===== src/rtl/dcache_dm_burst_if.sv =====
// Core-side request/response and backing-memory bus of the burst data cache.
// slave  : cache view (accepts core requests, issues memory requests)
// master : environment view (core driver plus memory responder)
interface dcache_dm_burst_if #(
    parameter int unsigned ADDR_WIDTH = 32
);
    // core request / response
    logic                  req_valid;
    logic                  req_ready;
    logic                  req_write;
    logic [ADDR_WIDTH-1:0] req_addr;
    logic [31:0]           req_wdata;
    logic [3:0]            req_byte_enable;
    logic                  rsp_valid;
    logic [31:0]           rsp_rdata;
    logic                  rsp_err;
    // line refill channel
    logic                  mem_rd_req;
    logic [ADDR_WIDTH-1:0] mem_rd_addr;
    logic                  mem_rd_ready;
    logic                  mem_rd_valid;
    logic [31:0]           mem_rd_data;
    // write-through channel
    logic                  mem_wr_req;
    logic [ADDR_WIDTH-1:0] mem_wr_addr;
    logic [31:0]           mem_wr_data;
    logic [3:0]            mem_wr_be;
    logic                  mem_wr_ack;

    modport slave (
        input  req_valid, req_write, req_addr, req_wdata, req_byte_enable,
        input  mem_rd_ready, mem_rd_valid, mem_rd_data, mem_wr_ack,
        output req_ready, rsp_valid, rsp_rdata, rsp_err,
        output mem_rd_req, mem_rd_addr, mem_wr_req, mem_wr_addr, mem_wr_data, mem_wr_be
    );

    modport master (
        output req_valid, req_write, req_addr, req_wdata, req_byte_enable,
        output mem_rd_ready, mem_rd_valid, mem_rd_data, mem_wr_ack,
        input  req_ready, rsp_valid, rsp_rdata, rsp_err,
        input  mem_rd_req, mem_rd_addr, mem_wr_req, mem_wr_addr, mem_wr_data, mem_wr_be
    );
endinterface


===== src/rtl/dcache_dm_burst.sv =====
// Direct-mapped, write-through, no-write-allocate data cache with burst refill.
// Ports: clk, rst_n (async, active-low); bus (dcache_dm_burst_if.slave: core
// request/response plus refill and write-through channels); cache_invalidate
// (clears all valid bits, deferred while busy); hit_count / miss_count (load
// hit and miss counters, wrap modulo 2^32).
module dcache_dm_burst #(
    parameter int unsigned ADDR_WIDTH     = 32,
    parameter int unsigned DATA_WIDTH     = 32,
    parameter int unsigned NUM_LINES      = 16,
    parameter int unsigned WORDS_PER_LINE = 4
) (
    input  logic                 clk,
    input  logic                 rst_n,
    dcache_dm_burst_if.slave     bus,
    input  logic                 cache_invalidate,
    output logic [31:0]          hit_count,
    output logic [31:0]          miss_count
);
    localparam int unsigned WORD_W = $clog2(WORDS_PER_LINE);
    localparam int unsigned IDX_W  = $clog2(NUM_LINES);
    localparam int unsigned TAG_W  = ADDR_WIDTH - 2 - WORD_W - IDX_W;
    localparam int unsigned BE_W   = DATA_WIDTH / 8;
    localparam int unsigned DEPTH  = NUM_LINES * WORDS_PER_LINE;

    typedef enum logic [2:0] {IDLE, REFILL_REQ, REFILL_DATA, WR_WAIT, RESP} state_t;

    state_t                  state_q, state_d;
    logic                    pend_q, pend_d;
    logic [NUM_LINES-1:0]    valid_q, valid_d;
    logic [WORD_W-1:0]       req_word_q, req_word_d;
    logic [IDX_W-1:0]        req_idx_q, req_idx_d;
    logic [TAG_W-1:0]        req_tag_q, req_tag_d;
    logic [WORD_W-1:0]       beat_q, beat_d;
    logic [DATA_WIDTH-1:0]   cap_q, cap_d;
    logic [31:0]             hit_d, miss_d;

    logic                    rsp_valid_d, rsp_err_d;
    logic [31:0]             rsp_rdata_d;
    logic                    mem_rd_req_d, mem_wr_req_d;
    logic [ADDR_WIDTH-1:0]   mem_rd_addr_d, mem_wr_addr_d;
    logic [31:0]             mem_wr_data_d;
    logic [3:0]              mem_wr_be_d;

    // storage arrays are not reset; only valid bits qualify them
    logic [DATA_WIDTH-1:0]   data_mem [DEPTH];
    logic [TAG_W-1:0]        tag_mem  [NUM_LINES];
    logic                    dwr_en, tag_we;
    logic [IDX_W-1:0]        dwr_idx;
    logic [WORD_W-1:0]       dwr_word;
    logic [DATA_WIDTH-1:0]   dwr_data;

    // lookup of the presented request address
    logic [WORD_W-1:0]       lk_word;
    logic [IDX_W-1:0]        lk_idx;
    logic [TAG_W-1:0]        lk_tag;
    logic                    lk_hit;
    logic [DATA_WIDTH-1:0]   lk_data;
    logic [DATA_WIDTH-1:0]   st_merged;

    assign lk_word = bus.req_addr[2 +: WORD_W];
    assign lk_idx  = bus.req_addr[2 + WORD_W +: IDX_W];
    assign lk_tag  = bus.req_addr[2 + WORD_W + IDX_W +: TAG_W];
    assign lk_hit  = valid_q[lk_idx] && (tag_mem[lk_idx] == lk_tag);
    assign lk_data = data_mem[{lk_idx, lk_word}];

    // ready depends on the live invalidate so a same-cycle request is refused
    assign bus.req_ready = (state_q == IDLE) && !pend_q && !cache_invalidate;

    // store-hit byte merge into the cached word
    always_comb begin
        st_merged = lk_data;
        for (int b = 0; b < int'(BE_W); b++) begin
            if (bus.req_byte_enable[b]) st_merged[8*b +: 8] = bus.req_wdata[8*b +: 8];
        end
    end

    // next-state and registered-output logic
    always_comb begin
        state_d       = state_q;
        pend_d        = pend_q;
        valid_d       = valid_q;
        req_word_d    = req_word_q;
        req_idx_d     = req_idx_q;
        req_tag_d     = req_tag_q;
        beat_d        = beat_q;
        cap_d         = cap_q;
        hit_d         = hit_count;
        miss_d        = miss_count;
        rsp_valid_d   = 1'b0;
        rsp_err_d     = 1'b0;
        rsp_rdata_d   = 32'd0;
        mem_rd_req_d  = bus.mem_rd_req;
        mem_rd_addr_d = bus.mem_rd_addr;
        mem_wr_req_d  = bus.mem_wr_req;
        mem_wr_addr_d = bus.mem_wr_addr;
        mem_wr_data_d = bus.mem_wr_data;
        mem_wr_be_d   = bus.mem_wr_be;
        dwr_en        = 1'b0;
        tag_we        = 1'b0;
        dwr_idx       = lk_idx;
        dwr_word      = lk_word;
        dwr_data      = st_merged;

        if (cache_invalidate && (state_q != IDLE)) pend_d = 1'b1;

        case (state_q)
            IDLE: begin
                if (pend_q || cache_invalidate) begin
                    valid_d = '0;
                    pend_d  = 1'b0;
                end else if (bus.req_valid) begin
                    req_word_d = lk_word;
                    req_idx_d  = lk_idx;
                    req_tag_d  = lk_tag;
                    if (bus.req_addr[1:0] != 2'b00) begin
                        state_d     = RESP;
                        rsp_valid_d = 1'b1;
                        rsp_err_d   = 1'b1;
                    end else if (bus.req_write) begin
                        state_d       = WR_WAIT;
                        mem_wr_req_d  = 1'b1;
                        mem_wr_addr_d = {bus.req_addr[ADDR_WIDTH-1:2], 2'b00};
                        mem_wr_data_d = bus.req_wdata;
                        mem_wr_be_d   = bus.req_byte_enable;
                        dwr_en        = lk_hit;
                    end else if (lk_hit) begin
                        state_d     = RESP;
                        rsp_valid_d = 1'b1;
                        rsp_rdata_d = lk_data;
                        hit_d       = hit_count + 32'd1;
                    end else begin
                        state_d       = REFILL_REQ;
                        miss_d        = miss_count + 32'd1;
                        mem_rd_req_d  = 1'b1;
                        mem_rd_addr_d = {lk_tag, lk_idx, {(WORD_W + 2){1'b0}}};
                        beat_d        = '0;
                    end
                end
            end
            REFILL_REQ: begin
                if (bus.mem_rd_ready) begin
                    state_d       = REFILL_DATA;
                    mem_rd_req_d  = 1'b0;
                    mem_rd_addr_d = '0;
                end
            end
            REFILL_DATA: begin
                if (bus.mem_rd_valid) begin
                    dwr_en   = 1'b1;
                    dwr_idx  = req_idx_q;
                    dwr_word = beat_q;
                    dwr_data = bus.mem_rd_data;
                    beat_d   = beat_q + 1'b1;
                    if (beat_q == req_word_q) cap_d = bus.mem_rd_data;
                    if (beat_q == WORD_W'(WORDS_PER_LINE - 1)) begin
                        valid_d[req_idx_q] = 1'b1;
                        tag_we             = 1'b1;
                        state_d            = RESP;
                        rsp_valid_d        = 1'b1;
                        // requested word may be this very beat
                        rsp_rdata_d = (beat_q == req_word_q) ? bus.mem_rd_data : cap_q;
                    end
                end
            end
            WR_WAIT: begin
                if (bus.mem_wr_ack) begin
                    mem_wr_req_d = 1'b0;
                    state_d      = RESP;
                    rsp_valid_d  = 1'b1;
                end
            end
            RESP:    state_d = IDLE;
            default: state_d = IDLE;
        endcase
    end

    // control and output registers
    always_ff @(posedge clk or negedge rst_n) begin
        if (!rst_n) begin
            state_q         <= IDLE;
            pend_q          <= 1'b0;
            valid_q         <= '0;
            req_word_q      <= '0;
            req_idx_q       <= '0;
            req_tag_q       <= '0;
            beat_q          <= '0;
            cap_q           <= '0;
            hit_count       <= 32'd0;
            miss_count      <= 32'd0;
            bus.rsp_valid   <= 1'b0;
            bus.rsp_err     <= 1'b0;
            bus.rsp_rdata   <= 32'd0;
            bus.mem_rd_req  <= 1'b0;
            bus.mem_rd_addr <= '0;
            bus.mem_wr_req  <= 1'b0;
            bus.mem_wr_addr <= '0;
            bus.mem_wr_data <= 32'd0;
            bus.mem_wr_be   <= 4'd0;
        end else begin
            state_q         <= state_d;
            pend_q          <= pend_d;
            valid_q         <= valid_d;
            req_word_q      <= req_word_d;
            req_idx_q       <= req_idx_d;
            req_tag_q       <= req_tag_d;
            beat_q          <= beat_d;
            cap_q           <= cap_d;
            hit_count       <= hit_d;
            miss_count      <= miss_d;
            bus.rsp_valid   <= rsp_valid_d;
            bus.rsp_err     <= rsp_err_d;
            bus.rsp_rdata   <= rsp_rdata_d;
            bus.mem_rd_req  <= mem_rd_req_d;
            bus.mem_rd_addr <= mem_rd_addr_d;
            bus.mem_wr_req  <= mem_wr_req_d;
            bus.mem_wr_addr <= mem_wr_addr_d;
            bus.mem_wr_data <= mem_wr_data_d;
            bus.mem_wr_be   <= mem_wr_be_d;
        end
    end

    // data and tag arrays
    always_ff @(posedge clk) begin
        if (dwr_en) data_mem[{dwr_idx, dwr_word}] <= dwr_data;
        if (tag_we) tag_mem[req_idx_q] <= req_tag_q;
    end
endmodule


===== src/flat_wrapper.sv =====
// flat-port wrapper written by rule: the top's interface ports become plain ports
module dcache_dm_burst_flat 
#(
    parameter int unsigned ADDR_WIDTH     = 32,
    parameter int unsigned DATA_WIDTH     = 32,
    parameter int unsigned NUM_LINES      = 16,
    parameter int unsigned WORDS_PER_LINE = 4
)
  (clk, rst_n, cache_invalidate, hit_count, miss_count, bus_req_valid, bus_req_write, bus_req_addr, bus_req_wdata, bus_req_byte_enable, bus_mem_rd_ready, bus_mem_rd_valid, bus_mem_rd_data, bus_mem_wr_ack, bus_req_ready, bus_rsp_valid, bus_rsp_rdata, bus_rsp_err, bus_mem_rd_req, bus_mem_rd_addr, bus_mem_wr_req, bus_mem_wr_addr, bus_mem_wr_data, bus_mem_wr_be);
  dcache_dm_burst_if #(.ADDR_WIDTH(ADDR_WIDTH)) bus_i ();
  input  logic clk;
  input  logic rst_n;
  input  logic cache_invalidate;
  output logic [31:0] hit_count;
  output logic [31:0] miss_count;
  input wire logic [$bits(bus_i.req_valid)-1:0] bus_req_valid;
  input wire logic [$bits(bus_i.req_write)-1:0] bus_req_write;
  input wire logic [$bits(bus_i.req_addr)-1:0] bus_req_addr;
  input wire logic [$bits(bus_i.req_wdata)-1:0] bus_req_wdata;
  input wire logic [$bits(bus_i.req_byte_enable)-1:0] bus_req_byte_enable;
  input wire logic [$bits(bus_i.mem_rd_ready)-1:0] bus_mem_rd_ready;
  input wire logic [$bits(bus_i.mem_rd_valid)-1:0] bus_mem_rd_valid;
  input wire logic [$bits(bus_i.mem_rd_data)-1:0] bus_mem_rd_data;
  input wire logic [$bits(bus_i.mem_wr_ack)-1:0] bus_mem_wr_ack;
  output wire logic [$bits(bus_i.req_ready)-1:0] bus_req_ready;
  output wire logic [$bits(bus_i.rsp_valid)-1:0] bus_rsp_valid;
  output wire logic [$bits(bus_i.rsp_rdata)-1:0] bus_rsp_rdata;
  output wire logic [$bits(bus_i.rsp_err)-1:0] bus_rsp_err;
  output wire logic [$bits(bus_i.mem_rd_req)-1:0] bus_mem_rd_req;
  output wire logic [$bits(bus_i.mem_rd_addr)-1:0] bus_mem_rd_addr;
  output wire logic [$bits(bus_i.mem_wr_req)-1:0] bus_mem_wr_req;
  output wire logic [$bits(bus_i.mem_wr_addr)-1:0] bus_mem_wr_addr;
  output wire logic [$bits(bus_i.mem_wr_data)-1:0] bus_mem_wr_data;
  output wire logic [$bits(bus_i.mem_wr_be)-1:0] bus_mem_wr_be;
  assign bus_i.req_valid = bus_req_valid;
  assign bus_i.req_write = bus_req_write;
  assign bus_i.req_addr = bus_req_addr;
  assign bus_i.req_wdata = bus_req_wdata;
  assign bus_i.req_byte_enable = bus_req_byte_enable;
  assign bus_i.mem_rd_ready = bus_mem_rd_ready;
  assign bus_i.mem_rd_valid = bus_mem_rd_valid;
  assign bus_i.mem_rd_data = bus_mem_rd_data;
  assign bus_i.mem_wr_ack = bus_mem_wr_ack;
  assign bus_req_ready = bus_i.req_ready;
  assign bus_rsp_valid = bus_i.rsp_valid;
  assign bus_rsp_rdata = bus_i.rsp_rdata;
  assign bus_rsp_err = bus_i.rsp_err;
  assign bus_mem_rd_req = bus_i.mem_rd_req;
  assign bus_mem_rd_addr = bus_i.mem_rd_addr;
  assign bus_mem_wr_req = bus_i.mem_wr_req;
  assign bus_mem_wr_addr = bus_i.mem_wr_addr;
  assign bus_mem_wr_data = bus_i.mem_wr_data;
  assign bus_mem_wr_be = bus_i.mem_wr_be;
  dcache_dm_burst #(.ADDR_WIDTH(ADDR_WIDTH), .DATA_WIDTH(DATA_WIDTH), .NUM_LINES(NUM_LINES), .WORDS_PER_LINE(WORDS_PER_LINE)) u_core (.clk(clk), .rst_n(rst_n), .bus(bus_i), .cache_invalidate(cache_invalidate), .hit_count(hit_count), .miss_count(miss_count));
endmodule

===== config.mk =====
export PLATFORM = sky130hd
export DESIGN_NAME = dcache_dm_burst_flat
export DESIGN_NICKNAME = d
export VERILOG_FILES = /design/src/rtl/dcache_dm_burst_if.sv /design/src/rtl/dcache_dm_burst.sv /design/src/flat_wrapper.sv
export SDC_FILE = /design/constraint.sdc
export NUM_CORES = 2
export LEC_CHECK = 0
export CAP_MARGIN = 10
export CORE_AREA = 2 2 652 654
export DETAILED_ROUTE_END_ITERATION = 12
export DIE_AREA = 0 0 654 656
export HOLD_SLACK_MARGIN = 0.05
export SETUP_SLACK_MARGIN = 0.05
export SLEW_MARGIN = 10
export SYNTH_ARGS = -nofsm -noshare
export SYNTH_HDL_FRONTEND = slang
export SYNTH_SLANG_ARGS = --single-unit

===== constraint.sdc =====
create_clock -name clk -period 8.4 [get_ports clk]
set_clock_uncertainty 0.15 [all_clocks]
set_input_delay 1.68 -clock clk [delete_from_list [all_inputs] [get_ports clk]]
set_output_delay 1.68 -clock clk [all_outputs]
set_load 0.01 [all_outputs]

==> impl_metrics.toml <==
[outcome]
status = "completed"

[sta]
fin_crit_ns = 6.290
hold_viol = 0
relSlewSlack_pct = 12.45
tns_ns = 0
min_period_over_period_pct = 74.88
drv_slew = 0
worst_pin_slew_ns = 1.303
setup_viol = 0
max_freq_ghz = 0.1590
rsz0062_at_grt = "false"

[yosys]
yosysMostFrequentCell = "edfxtp_1"
synth_cell_type_count = 58
synth-adder-area-share_pct = 0.03573
synth.top_cell.area_share_pct = 69.52
syn_avg_cell_area_sq_um = 22.25
synth_top_family_by_area = "multiplexers"
netlist_area_sq_um = 105000
synth_area_leaders = "edfxtp_1 70%, mux4_2 16%, dfrtp_1 6.6%, mux2_2 1.3%, mux2i_1 1.2%"
synth-main-ff-cell = "edfxtp_1"
synth_async_sr_flop_share_pct = 10.26
synth_simple_gate_area_share_pct = 2.105
yosys_warnings = 0
yosys.area.top_type = "edfxtp_1"
synthTopCellsByCount = "2,432 x edfxtp_1, 753 x mux4_2, 278 x dfrtp_1"
synthXorXnorAreaFrac_pct = 0.7254
synthCells = 4722
synth_edf_count = 2432
synth_compound_area_share_pct = 1.166
yosysSeqAreaShare_pct = 76.15
ys_ff_latch = 2710
muxShareOfSynthArea_pct = 18.69

[routing]
wl_per_cell_um = 26.13
vias_per_cell = 4.669
num_vias = 52292
wirelength_mm = 292.7
dr.pass1.iters = 6
dr.first_iter.drc_count = 6302
postRouteAntennaNets = 0
drc = 0

[cts]
post_cts_buffers = 0
cts-root-buf = "clkbuf_16"
clock_path_buffers = 4
post_cts_resized = 0
path_clk_slew_ns = 0.06
htree_levels = 5
cts_tree = "done"
worstSkewPairLatency_ns = 0.96
clock-sinks = 2710
numCtsBuffers = 299
postCtsHoldBufs = 0

[worst_hold_path]
min_to = "u_core.bus.mem_wr_req$_DFFE_PN0P_"
hold_path_startpoint = "u_core.bus.mem_wr_req$_DFFE_PN0P_"
min_path_type = "reg -> reg"
hold-path-cell-count = 2

[worst_setup_path]
critPathRequiredTime_ns = 8.78
r2r-end = "u_core.data_mem[3][30]$_DFFE_PP_"
r2r_start = "u_core.tag_mem[7][23]$_DFFE_PP_"
critPathLaunchType = "primary input"
cp_max_fo = 50
rr_worst_depth = 11
critical_path_class = "in -> reg"
arrival_ns = 6.67
crit_path_end_kind = "flip-flop"
r2r_slack_ns = 3.26

[final_layout]
drive_above_1_share_pct = 30.12
nets = 5395
seqCellArea_sq_um = 79990
multiInputGateArea_sq_um = 24740
n_fill_cell = 40647
syn2layout_area_growth_pct = 20.40
instances_no_fill = 11201

[grt]
top_usage_layer = "met2"
overflow = 0
grt_max_degree = 97
grt_pass1_vias = 52511
grtUsageMet2_pct = 21.99
use_met3_pct = 2.596
grt_use_total_pct = 13.21
antenna_found_initial = 30
grt_util_met1_pct = 17.35
grt_first_pass_wirelength_mm = 408.4

[die]
io_pins = 309
start_util_pct = 24.88
die_h_um = 656
num_rows = 239
core_area_sq_um = 422200
die_area_sq_um = 429000
die_w_um = 654

[placement]
dp.cells = 10646
port_buffers = 302
place_congestion = 0.8059
dp_hpwl_mm = 183.3

[power]
leakage_nw = 40.28
powerDensity_nw_per_um2 = 268.0
ir_drop_mv = 0.2211

[flow_run]
max_cap_violations = 0
## worst max-delay path: stages
cell and delay, ns:
buf_6 0.46, buf_4 0.78, mux4_2 0.61, mux2i_1 0.21, xnor2_1 0.10, mux2i_1 0.19, nand4_1 0.37, nor3_4 0.44
buf_4 0.21, a21oi_4 0.06, buf_4 0.33, nor3_2 0.60, buf_4 0.47
## final cells by class
class                           instances  area share, %
Sequential cell                      2710          63.25
Clock inverter                        152          1.321
Inverter                               12        0.03661
Clock buffer                          383          6.273
Antenna cell                           20        0.03957
Tap cell                             5663          5.603
Timing Repair Buffer                  524          3.921
Multi-Input combinational cell       1737          19.56
## cells by family (layout without fill, tap and decap cells)
kind of cell    Yosys count  in the layout
mux                    1004           1004
fa+ha+maj                 3              3
other cells               1             26
buf+inv                 280           1071
compound gates          188            188
xor+xnor                 87             87
flops                  2710           2710
simple gates            449            449
## cell usage in the layout, fill, tap and decap left out, types with 34 or more instances in the layout
cell and n:
nand2_1 125, clkbuf_1 76, mux2i_1 126, xnor2_1 49, xor2_1 38, mux2_2 125, a22o_1 34, clkinv_2 45
nor2_1 66, clkbuf_16 304, clkinv_1 44, buf_4 203, nor3_2 65, clkdlybuf4s50_1 294, dfrtp_1 278, mux4_2 753
edfxtp_1 2432
## power by group
group,total [mW],internal (mW),leakage (nW),switching (mW)
combinational,4.24,1.39,10.0,2.84
clock,12.9,7.41,4.66,5.49
sequential,16.8,16.3,25.6,0.464
total,33.9,25.1,40.3,8.79
## metrics by stage
step | instance area (sq um) | total power, mW | hold slack (ns) | util (%) | worst slack (ns)
floorplan | 105100 | 19.03 | 0.3046 | - | 0.6010
global placement | 116800 | 21.14 | 0.3125 | 27.67 | 1.222
detailed placement | 116800 | 21.34 | 0.3285 | 27.67 | 1.187
CTS | 126400 | 34.21 | 0.3404 | 29.94 | 2.114
global route | 126400 | 34.96 | 0.3627 | 29.94 | 1.899
finish | 126500 | 33.90 | 0.3372 | 29.95 | 2.110
## worst max path at each step
stage	startpoint	endpoint	slack, ns	depth (start not counted)
2_1_floorplan	bus_req_addr[4]	u_core.data_mem[0][14]$_DFFE_PP_	0.60	15
3_3_place_gp	bus_req_addr[6]	u_core.data_mem[1][29]$_DFFE_PP_	1.22	13
3_5_place_dp	bus_req_addr[6]	u_core.data_mem[3][30]$_DFFE_PP_	1.19	13
4_1_cts	bus_req_addr[6]	u_core.data_mem[3][29]$_DFFE_PP_	2.11	13
5_1_grt	bus_req_addr[5]	u_core.data_mem[1][28]$_DFFE_PP_	1.90	13
6_report	bus_req_addr[5]	u_core.data_mem[3][30]$_DFFE_PP_	2.11	13
## layer usage
| layer | wire length (um) | part of all wire, % |
|---|---|---|
| met1 | 115800 | 40 |
| met3 | 23470 | 8.0 |
| met2 | 144400 | 49 |
| met5 | 13 | 0.0044 |
| met4 | 9019 | 3.1 |
## flip-flops by register name, summed over array words and instances, names as in the netlist, 2 cells and up
name                    count
u_core.valid_q             16
u_core.bus.mem_rd_addr     28
u_core.bus.rsp_rdata       32
u_core.req_word_q           2
u_core.cap_q               32
u_core.bus.mem_wr_addr     30
u_core.bus.mem_wr_data     32
u_core.hit_count           32
u_core.bus.mem_wr_be        4
u_core.beat_q               2
u_core.req_tag_q           24
u_core.tag_mem            384
u_core.data_mem          2048
u_core.miss_count          32
u_core.req_idx_q            4
u_core.state_q              3
Note: power is estimated with default switching activity, not from simulation.
